**config.mk**
```make
export PLATFORM = sky130hd
export DESIGN_NAME = seq_fetch_exec
export DESIGN_NICKNAME = d
export VERILOG_FILES = /design/src/rtl/seq_pkg.sv /design/src/rtl/seq_pc.sv /design/src/rtl/seq_fetch_exec.sv
export SDC_FILE = /design/constraint.sdc
export NUM_CORES = 1
export LEC_CHECK = 0
export BUFFER_PORTS_ARGS = -buffer_cell sky130_fd_sc_hd__buf_2
export CAP_MARGIN = 20
export CORE_ASPECT_RATIO = 1.25
export CORE_MARGIN = 2
export CORE_UTILIZATION = 50
export CTS_BUF_LIST = sky130_fd_sc_hd__clkbuf_8 sky130_fd_sc_hd__clkbuf_16
export DETAILED_ROUTE_END_ITERATION = 10
export PLACE_DENSITY = 0.88
export SYNTH_ARGS = -nofsm -noshare
export SYNTH_HDL_FRONTEND = slang
export SYNTH_HIERARCHICAL = 1
export SYNTH_SLANG_ARGS = --single-unit
export TNS_END_PERCENT = 1
```
**constraint.sdc**
```tcl
create_clock -name clk -period 2.8 [get_ports clk]
set_input_delay 0.56 -clock clk [delete_from_list [all_inputs] [get_ports clk]]
set_output_delay 0.56 -clock clk [all_outputs]
set_load 0.05 [all_outputs]
```
**src/rtl/seq_pkg.sv**
```systemverilog
// Shared opcode values, sequencer state encoding and decode helpers for seq_fetch_exec.
package seq_pkg;

    localparam logic [1:0] OP_LOAD  = 2'b00;
    localparam logic [1:0] OP_STORE = 2'b01;
    localparam logic [1:0] OP_JUMP  = 2'b10;
    localparam logic [1:0] OP_HALT  = 2'b11;

    typedef enum logic [2:0] {
        ST_IDLE,
        ST_FETCH,
        ST_EXEC,
        ST_HALT,
        ST_STEP_WAIT
    } state_t;

    function automatic logic is_mem_op(input logic [1:0] opcode);
        return (opcode == OP_LOAD) || (opcode == OP_STORE);
    endfunction

    function automatic logic is_write_op(input logic [1:0] opcode);
        return opcode == OP_STORE;
    endfunction

endpackage

```
**src/rtl/seq_pc.sv**
```systemverilog
// Program counter: asynchronous active-low reset to START_ADDR, load (jump/restart) beats increment.
module seq_pc #(
    parameter int ADDR_W     = 4,
    parameter int START_ADDR = 0
) (
    input  logic              clk,
    input  logic              reset,
    input  logic              load,
    input  logic [ADDR_W-1:0] load_val,
    input  logic              inc,
    output logic [ADDR_W-1:0] pc
);

    logic [ADDR_W-1:0] pc_q;
    logic [ADDR_W-1:0] pc_d;

    always_comb begin
        pc_d = pc_q;
        if (load) begin
            pc_d = load_val;
        end else if (inc) begin
            pc_d = pc_q + ADDR_W'(1);
        end
    end

    always_ff @(posedge clk or negedge reset) begin
        if (!reset) begin
            pc_q <= ADDR_W'(START_ADDR);
        end else begin
            pc_q <= pc_d;
        end
    end

    assign pc = pc_q;

endmodule

```
**src/rtl/seq_fetch_exec.sv**
```systemverilog
// Fetch/execute sequencer driving one req/ack memory port (LOAD/STORE/JUMP/HALT).
// Optional single-step gate after each instruction when SEQ_STEP_MODE_EN is defined.
module seq_fetch_exec
    import seq_pkg::*;
#(
    parameter int ADDR_W     = 4,
    parameter int DATA_W     = 8,
    parameter int START_ADDR = 0
) (
    input  logic              clk,
    input  logic              reset,
    input  logic              run,
    output logic              mem_req,
    output logic              mem_we,
    output logic [ADDR_W-1:0] mem_addr,
    output logic [DATA_W-1:0] mem_wdata,
    input  logic [DATA_W-1:0] mem_rdata,
    input  logic              mem_ack,
    output logic [ADDR_W-1:0] pc,
    output logic [DATA_W-1:0] ir,
    output logic [DATA_W-1:0] acc,
    output logic              busy,
    output logic              halted
`ifdef SEQ_STEP_MODE_EN
    ,
    input  logic              step
`endif
);

    generate
        if (DATA_W < ADDR_W + 2) begin : g_width_check
            $error("seq_fetch_exec: DATA_W must be at least ADDR_W+2");
        end
    endgenerate

`ifdef SEQ_STEP_MODE_EN
    localparam state_t EXEC_DONE = ST_STEP_WAIT;
`else
    localparam state_t EXEC_DONE = ST_FETCH;
`endif

    state_t            state_q, state_d;
    logic [DATA_W-1:0] ir_q, ir_d;
    logic [DATA_W-1:0] acc_q, acc_d;
    logic              req_q, req_d;
    logic              we_q, we_d;
    logic [ADDR_W-1:0] addr_q, addr_d;
    logic [DATA_W-1:0] wdata_q, wdata_d;
    logic              busy_q, busy_d;
    logic              halted_q, halted_d;

    logic              pc_load;
    logic [ADDR_W-1:0] pc_load_val;
    logic              pc_inc;
    logic [ADDR_W-1:0] pc_cur;

    logic [1:0]        opcode;
    logic [ADDR_W-1:0] operand;

    assign opcode  = ir_q[DATA_W-1 -: 2];
    assign operand = ir_q[ADDR_W-1:0];

    seq_pc #(
        .ADDR_W     (ADDR_W),
        .START_ADDR (START_ADDR)
    ) u_pc (
        .clk      (clk),
        .reset    (reset),
        .load     (pc_load),
        .load_val (pc_load_val),
        .inc      (pc_inc),
        .pc       (pc_cur)
    );

    always_comb begin
        state_d     = state_q;
        ir_d        = ir_q;
        acc_d       = acc_q;
        req_d       = req_q;
        we_d        = we_q;
        addr_d      = addr_q;
        wdata_d     = wdata_q;
        pc_load     = 1'b0;
        pc_load_val = pc_cur;
        pc_inc      = 1'b0;

        case (state_q)
            ST_IDLE: begin
                if (run) begin
                    state_d = ST_FETCH;
                    req_d   = 1'b1;
                    we_d    = 1'b0;
                    addr_d  = pc_cur;
                end
            end
            ST_FETCH: begin
                if (req_q) begin
                    if (mem_ack) begin
                        ir_d    = mem_rdata;
                        pc_inc  = 1'b1;
                        req_d   = 1'b0;
                        state_d = ST_EXEC;
                    end
                end else if (!run) begin
                    // Instruction boundary: the only place run=0 is honoured.
                    state_d = ST_IDLE;
                end else begin
                    req_d  = 1'b1;
                    we_d   = 1'b0;
                    addr_d = pc_cur;
                end
            end
            ST_EXEC: begin
                if (is_mem_op(opcode)) begin
                    if (!req_q) begin
                        req_d   = 1'b1;
                        we_d    = is_write_op(opcode);
                        addr_d  = operand;
                        wdata_d = acc_q;
                    end else if (mem_ack) begin
                        if (!is_write_op(opcode)) begin
                            acc_d = mem_rdata;
                        end
                        req_d   = 1'b0;
                        we_d    = 1'b0;
                        state_d = EXEC_DONE;
                    end
                end else if (opcode == OP_JUMP) begin
                    pc_load     = 1'b1;
                    pc_load_val = operand;
                    state_d     = EXEC_DONE;
                end else begin
                    state_d = ST_HALT;
                end
            end
            ST_HALT: begin
                if (!run) begin
                    pc_load     = 1'b1;
                    pc_load_val = ADDR_W'(START_ADDR);
                    state_d     = ST_IDLE;
                end
            end
`ifdef SEQ_STEP_MODE_EN
            ST_STEP_WAIT: begin
                if (step) begin
                    state_d = ST_FETCH;
                end
            end
`endif
            default: begin
                state_d = ST_IDLE;
                req_d   = 1'b0;
                we_d    = 1'b0;
            end
        endcase

        busy_d   = (state_d == ST_FETCH) || (state_d == ST_EXEC) || (state_d == ST_STEP_WAIT);
        halted_d = (state_d == ST_HALT);
    end

    always_ff @(posedge clk or negedge reset) begin
        if (!reset) begin
            state_q  <= ST_IDLE;
            ir_q     <= '0;
            acc_q    <= '0;
            req_q    <= 1'b0;
            we_q     <= 1'b0;
            addr_q   <= '0;
            wdata_q  <= '0;
            busy_q   <= 1'b0;
            halted_q <= 1'b0;
        end else begin
            state_q  <= state_d;
            ir_q     <= ir_d;
            acc_q    <= acc_d;
            req_q    <= req_d;
            we_q     <= we_d;
            addr_q   <= addr_d;
            wdata_q  <= wdata_d;
            busy_q   <= busy_d;
            halted_q <= halted_d;
        end
    end

    assign mem_req   = req_q;
    assign mem_we    = we_q;
    assign mem_addr  = addr_q;
    assign mem_wdata = wdata_q;
    assign pc        = pc_cur;
    assign ir        = ir_q;
    assign acc       = acc_q;
    assign busy      = busy_q;
    assign halted    = halted_q;

endmodule
```
==> flow_summary.json, run 1 <==
{
  "cts_max_path_buffers": 2,
  "nets": 203,
  "worstSetupPathType": "reg -> reg",
  "num_rows": 24,
  "dp_hpwl_mm": 2.57,
  "cp_max_fo": 7,
  "cts.sinks": 39,
  "slowest_stage": "dfrtp_1",
  "crit_chain": "nand2b_1, mux2_4, or3_4, inv_1, mux2_2",
  "final_util_pct": 62.5,
  "final_hold_viol_count": 0,
  "synth-seq-cells": 39,
  "io_pins": 48,
  "synth_compound_area_share_pct": 8.29,
  "start_util_pct": 52.4,
  "place.gp.congestion": 0.810,
  "grt_pass1_wl_mm": 6.20,
  "power_leakage_nw": 1.14,
  "core_sq_um": 3480,
  "die-area_sq_um": 4160,
  "cts_resized": 0,
  "avgRoutedWirePerCell_um": 15.5,
  "overflow": 0,
  "grt_max_degree": 40,
  "power_frac_seq_pct": 44.0,
  "netlist_area_sq_um": 1830,
  "synth-simple-area-share_pct": 11.0,
  "htreeDepth": 2,
  "status": "completed",
  "critPathMaxStageDelay_ns": 0.45,
  "drv_slew": 0,
  "syn_nets": 153,
  "fin_worst_skew_ns": 0.00409,
  "antenna_found_initial": 0,
  "relSlewSlack_pct": 44.7,
  "drc": 0,
  "synthCells": 140,
  "p_int_mw": 0.987,
  "critPathLaunchType": "register",
  "cts_hold_buf": 0,
  "avgSynthCellArea_sq_um": 13.0,
  "syn2layout_area_growth_pct": 19.2,
  "die_w_um": 58.1,
  "ys_types": 38,
  "die_h_um": 71.6,
  "comb_power_share_pct": 33.6,
  "routed-via-count": 1286,
  "crit_family": "multiplexers",
  "synthAdderAreaFrac_pct": 0.685,
  "wl_mm": 3.56,
  "yosys-top-cells-area": "dfrtp_1, mux2_2, nand2b_1, a22o_1, o21ai_0",
  "synth_top_area_share_pct": 53.4,
  "synth_mux_area_share_pct": 22.3,
  "synth_top_family_by_area": "multiplexers",
  "max_freq_mhz": 510,
  "synth_edf_count": 0,
  "drt-pass1-iter-count": 4,
  "drive_gt1_share_pct": 51.3,
  "grt_pass1_vias": 1361,
  "fin_tns_setup_ns": 0,
  "ys_seq_area_share_pct": 53.4,
  "cp-end-kind": "register",
  "path_clk_slew_ns": 0.08,
  "hold_path.class": "in -> async",
  "power.switching_mw": 0.702,
  "ir_drop_mv": 0.498,
  "yosys_warnings": 6,
  "swShare_pct": 41.6,
  "clkPwrFrac_pct": 22.4,
  "rsz0062_at_grt": "no",
  "synthFlopType": "dfrtp_1",
  "vias_per_cell": 5.59,
  "postRouteAntennaNets": 0,
  "clk-insertion-delay-late_ns": 0.30,
  "post_cts_buffers": 0,
  "cts_root_buf": "clkbuf_8",
  "synth_area_leader_cell": "dfrtp_1",
  "arrival_ns": 2.14,
  "power_density_nw_per_um2": 776,
  "synthArstFlopShare_pct": 100,
  "critPathRequiredTime_ns": 2.98,
  "drt_iter0_drc": 40,
  "cts_tree": "yes",
  "maxCapViolCount": 0,
  "path_buf_inv": 1,
  "grtUsageTotal_pct": 19.8,
  "synth-xor-area-share_pct": 1.92,
  "n_antenna_cell": 0,
  "worstMarginPinSlew_ns": 0.830,
  "cts_buffers": 5,
  "fin_crit_sh_pct": 70.0,
  "io_buffers": 47,
  "period_needed_ns": 1.96,
  "setup_violations": 0
}
-- cell type report --
| cell class | instances | area (sq um) |
|---|---|---|
| multi-input cells | 93 | 810 |
| well taps | 39 | 48.8 |
| fillers | 271 | 1310 |
| clock inverters | 3 | 20.0 |
| clock buffers | 5 | 68.8 |
| inverters | 3 | 11.3 |
| flip-flops and latches | 39 | 976 |
| repair buffers | 48 | 243 |
-- through the flow --
| step | power, mW | setup slack, ns | hold slack [ns] | cells | area, sq um |
|---|---|---|---|---|---|
| 2_1_floorplan | 1.17 | 0.724 | 0.264 | 140 | 1830 |
| 3_3_place_gp | 1.31 | 0.887 | 0.485 | 222 | 2090 |
| 3_5_place_dp | 1.32 | 0.843 | 0.491 | 222 | 2090 |
| 4_1_cts | 1.70 | 0.853 | 0.381 | 230 | 2180 |
| 5_1_grt | 1.77 | 0.767 | 0.440 | 230 | 2180 |
| 6_report | 1.69 | 0.840 | 0.352 | 230 | 2180 |
-- layout by cell type (no fill, tap or decap), drive strengths merged --
master and n:
buf 48, nand2b 6, nor2b 1, o21ai 7, clkbuf 5, ha 1, conb 1, o21a 1
and2b 1, mux2 34, clkinvlp 2, a22o 4, inv 3, and3 1, nand3b 1, mux2i 2
o2111ai 1, nor3 4, clkinv 1, dfrtp 39, nor4 1, xnor2 2, nor2 2, xor2 2
and2 1, or3 1, a21oi 4, a21o 1, nand2 9, a211o 1, o31ai 1, a221o 1
a211oi 1, nand4 1
-- flip-flops by register name (all words and copies together) (netlist names) --
register   flops
mem_req        1
mem_we         1
halted         1
acc            8
busy           1
mem_wdata      8
ir             8
state_q        3
u_pc/pc        4
mem_addr       4
-- cells in the mapped netlist, drive strengths merged (2+ instances only) --
cell type,count
dfrtp,39
a21oi,4
nand2,9
xnor2,2
buf,5
inv,3
mux2,34
a22o,4
mux2i,2
nor2,2
xor2,2
nor3,4
nand2b,6
o21ai,7
-- logic make-up after synthesis --
family | after synthesis
AO/OA/AOI/OAI | 22
AND/OR/NAND/NOR | 29
adder cells (fa/ha/maj) | 1
flip-flops | 39
other | 1
multiplexers | 36
buffers and inverters | 8
XOR/XNOR | 4
-- final timing paths --
kind / from / endpoint / slack [ns] / cells after the start
setup reg to reg: ir[6] / u_pc/pc[3] / 0.84 / 5
setup / recovery: ir[6] / u_pc/pc[3] / 0.84 / 5
max in group asynchronous: reset / mem_addr[0] / 1.92 / 1
hold / removal: reset / mem_wdata[7] / 0.35 / 1
hold reg to reg: mem_wdata[7] / mem_wdata[7] / 0.50 / 1
min in group clk: mem_wdata[7] / mem_wdata[7] / 0.50 / 1
-- per-layer routing --
layer	share of wire, %	track usage, %	vias to the layer above
li1	-	-	605
met1	42	23.9	632
met2	49	31.9	37
met3	5.3	4.15	12
met4	3.8	12.7	0
met5	0	0	-
-- power groups by stage --
stage,Combinational (mW),Sequential [mW],Clock [mW]
6_report,0.567,0.743,0.379
2_1_floorplan,0.162,1.01,0
3_3_place_gp,0.557,0.753,0
4_1_cts,0.570,0.743,0.389
5_1_grt,0.598,0.760,0.416
3_5_place_dp,0.568,0.754,0
Note: power is estimated with default switching activity, not from simulation.
==> inputs of run 2 (changes only) <==
--- a/config.mk
+++ b/config.mk
@@ -5,6 +5,7 @@
 export SDC_FILE = /design/constraint.sdc
 export NUM_CORES = 1
 export LEC_CHECK = 0
+export ABC_AREA = 1
 export BUFFER_PORTS_ARGS = -buffer_cell sky130_fd_sc_hd__buf_2
 export CAP_MARGIN = 20
 export CORE_ASPECT_RATIO = 1.25
@@ -12,7 +13,7 @@
 export CORE_UTILIZATION = 50
 export CTS_BUF_LIST = sky130_fd_sc_hd__clkbuf_8 sky130_fd_sc_hd__clkbuf_16
 export DETAILED_ROUTE_END_ITERATION = 10
-export PLACE_DENSITY = 0.88
+export PLACE_DENSITY = 0.87
 export SYNTH_ARGS = -nofsm -noshare
 export SYNTH_HDL_FRONTEND = slang
 export SYNTH_HIERARCHICAL = 1
==> constraint.sdc (replaced) <==
create_clock -name clk -period 1.91 [get_ports clk]
set_input_delay 0.382 -clock clk [delete_from_list [all_inputs] [get_ports clk]]
set_output_delay 0.382 -clock clk [all_outputs]
set_load 0.05 [all_outputs]
==> run 2 against run 1 <==
Net effect:
- clock-buffer cell count unchanged
- first-iteration DRC count rose by 93%
- area after synthesis rose by 11%
- combinational power grew to 2.5 times the previous value
- largest power group is now combinational cells
- setup slack worse by 0.54 ns
==> flow_summary.json, run 2 <==
{
  "synth_top_family_by_area": "simple AND/OR/NAND/NOR gates",
  "place_ws_ns": 0.353,
  "hold_path.class": "in -> async",
  "grtUsageTotal_pct": 21.5,
  "n_antenna_cell": 0,
  "holdWs_ns": 0.0328,
  "drt_iter0_drc": 77,
  "timing.rr.end": "u_pc/pc[3]",
  "synth-xor-area-share_pct": 0.431,
  "final_util_pct": 62.7,
  "die_w_um": 61.0,
  "worstSetupPathType": "reg -> reg",
  "htreeDepth": 2,
  "core_sq_um": 3850,
  "setup_violations": 0,
  "routed-via-count": 1795,
  "reg2reg_setup_slack_ns": 0.30,
  "cts_root_buf": "clkbuf_8",
  "cts_hold_buf": 0,
  "ys_seq_area_share_pct": 48.0,
  "grt_util_met1_pct": 27.0,
  "critPathMaxStageDelay_ns": 0.52,
  "ys_types": 26,
  "fin_tns_setup_ns": 0,
  "drc": 0,
  "use_met2_pct": 35.3,
  "yosys-top-cells-area": "dfrtp_1, nand2_1, o21ai_2, inv_1, o21ai_0",
  "netlist_area_sq_um": 2030,
  "synth_top_area_share_pct": 48.0,
  "grt.busiest_layer": "met2",
  "crit_chain": "inv_2, nand3_1, nor2_4, nor2_1, a22oi_1, nand2_1",
  "placed_area_sq_um": 2320,
  "slowest_stage": "dfrtp_1",
  "wl_mm": 4.50,
  "yosys_warnings": 6,
  "maxCapViolCount": 0,
  "grt_max_degree": 40,
  "post_cts_buffers": 0,
  "cts_buffers": 5,
  "cp-end-kind": "register",
  "die-area_sq_um": 4600,
  "drt-pass1-iter-count": 5,
  "num_rows": 25,
  "cts_max_path_buffers": 2,
  "antenna_found_initial": 0,
  "fill_cells": 349,
  "ir_drop_mv": 0.965,
  "synthAdderAreaFrac_pct": 0.615,
  "cts_resized": 0,
  "layout_commonest_cell": "nand2_1",
  "synth-seq-cells": 39,
  "clk-insertion-delay-late_ns": 0.30,
  "max_freq_mhz": 621,
  "grt_pass1_vias": 1618,
  "r2r_cells": 6,
  "syn_nets": 261,
  "io_buffers": 47,
  "power_density_nw_per_um2": 1330,
  "postRouteAntennaNets": 0,
  "synth_area_leader_cell": "dfrtp_1",
  "vias_per_cell": 5.04,
  "io_pins": 48,
  "crit_start": "state_q[1]",
  "power_leakage_nw": 1.29,
  "path_clk_slew_ns": 0.08,
  "synth_common_cells": "nand2_1, dfrtp_1, inv_1",
  "grt_pass1_wl_mm": 7.29,
  "period_needed_ns": 1.61,
  "rsz0062_at_grt": "no",
  "synth.most_common_cell": "nand2_1",
  "cts.sinks": 39,
  "finalPower_mw": 3.20,
  "arrival_ns": 1.79,
  "die_h_um": 75.3,
  "synthFlopType": "dfrtp_1",
  "synth_mux_area_share_pct": 0,
  "avgRoutedWirePerCell_um": 12.7,
  "fin_crit_sh_pct": 84.4,
  "synthCells": 248,
  "synth_edf_count": 0,
  "start_util_pct": 52.8,
  "grt_util_met3_pct": 5.43,
  "final_hold_viol_count": 0,
  "fin_area_sq_um": 2410,
  "nets": 314,
  "synth_compound_area_share_pct": 15.1,
  "final-instance-count-excl-fill": 356,
  "avgSynthCellArea_sq_um": 8.20,
  "cts_tree": "yes",
  "dp_hpwl_mm": 3.39,
  "drv_slew": 0,
  "fin_worst_skew_ns": 0.00773,
  "status": "completed",
  "cp_max_fo": 11,
  "r2r-start": "state_q[1]",
  "setup_slack_ns": 0.299,
  "overflow": 0,
  "synth-simple-area-share_pct": 26.4,
  "layout_common_cells": "nand2_1, buf_2, dfrtp_1, inv_1",
  "place.gp.congestion": 0.901,
  "critPathLaunchType": "register",
  "syn2layout_area_growth_pct": 18.6,
  "synthArstFlopShare_pct": 100,
  "critPathRequiredTime_ns": 2.09,
  "endpoint": "u_pc/pc[3]",
  "placed_cells": 348,
  "drive_gt1_share_pct": 28.8
}
run 2: cell types whose count changed after synthesis, moves of 12 or more:
cell     previous run  this run
nand3_1             0        18
nand2_1             8        69
inv_1               3        34
mux2_2             33         0
o21ai_0             7        19
o21ai_2             0        16
nor2_1              1        19
run 2: how the worst min path moves through the flow:
| stage | start | end | slack, ns |
|---|---|---|---|
| floorplan | reset | acc[0] | 0.09 |
| global placement | reset | halted | 0.36 |
| detailed placement | reset | halted | 0.37 |
| CTS | reset | halted | 0.04 |
| global route | reset | halted | 0.05 |
| finish | reset | halted | 0.03 |
run 2: area by class of cell:
| type | count | area, sq um | area share [%] |
|---|---|---|---|
| Clock buffer | 5 | 68.8 | 2.85 |
| Clock inverter | 3 | 20.0 | 0.830 |
| Inverter | 37 | 139 | 5.76 |
| Multi-Input combinational cell | 168 | 870 | 36.1 |
| Sequential cell | 39 | 976 | 40.5 |
| Tap cell | 54 | 67.6 | 2.80 |
| Timing Repair Buffer | 50 | 270 | 11.2 |
run 2: cells by family (layout without fill, tap and decap cells):
logic type               after synthesis  in the layout
AND/OR/NAND/NOR                      118            118
XOR/XNOR                               1              1
AO/OA/AOI/OAI                         47             47
buffers and inverters                 41             95
other                                  1              1
adder cells (fa/ha/maj)                1              1
flip-flops                            39             39
run 2: where the power goes:
group | leakage (nW) | internal [mW] | switching [mW]
sequential | 0.508 | 1.01 | 0.216
combinational | 0.746 | 0.327 | 1.09
clock | 0.0402 | 0.254 | 0.297
run 2: critical path, delay by kind of cell (launching register included):
family | cells | cell delay (ns)
AO/OA/AOI/OAI | 1 | 0.17
flip-flops | 1 | 0.52
AND/OR/NAND/NOR | 4 | 0.65
buffers and inverters | 1 | 0.15
run 2: per-layer routing:
| metal | vias to the layer above | part of all wire (%) |
|---|---|---|
| met5 | - | 0 |
| met3 | 7 | 6.7 |
| met2 | 79 | 50 |
| met1 | 820 | 42 |
| met4 | 0 | 1.3 |
| li1 | 889 | - |
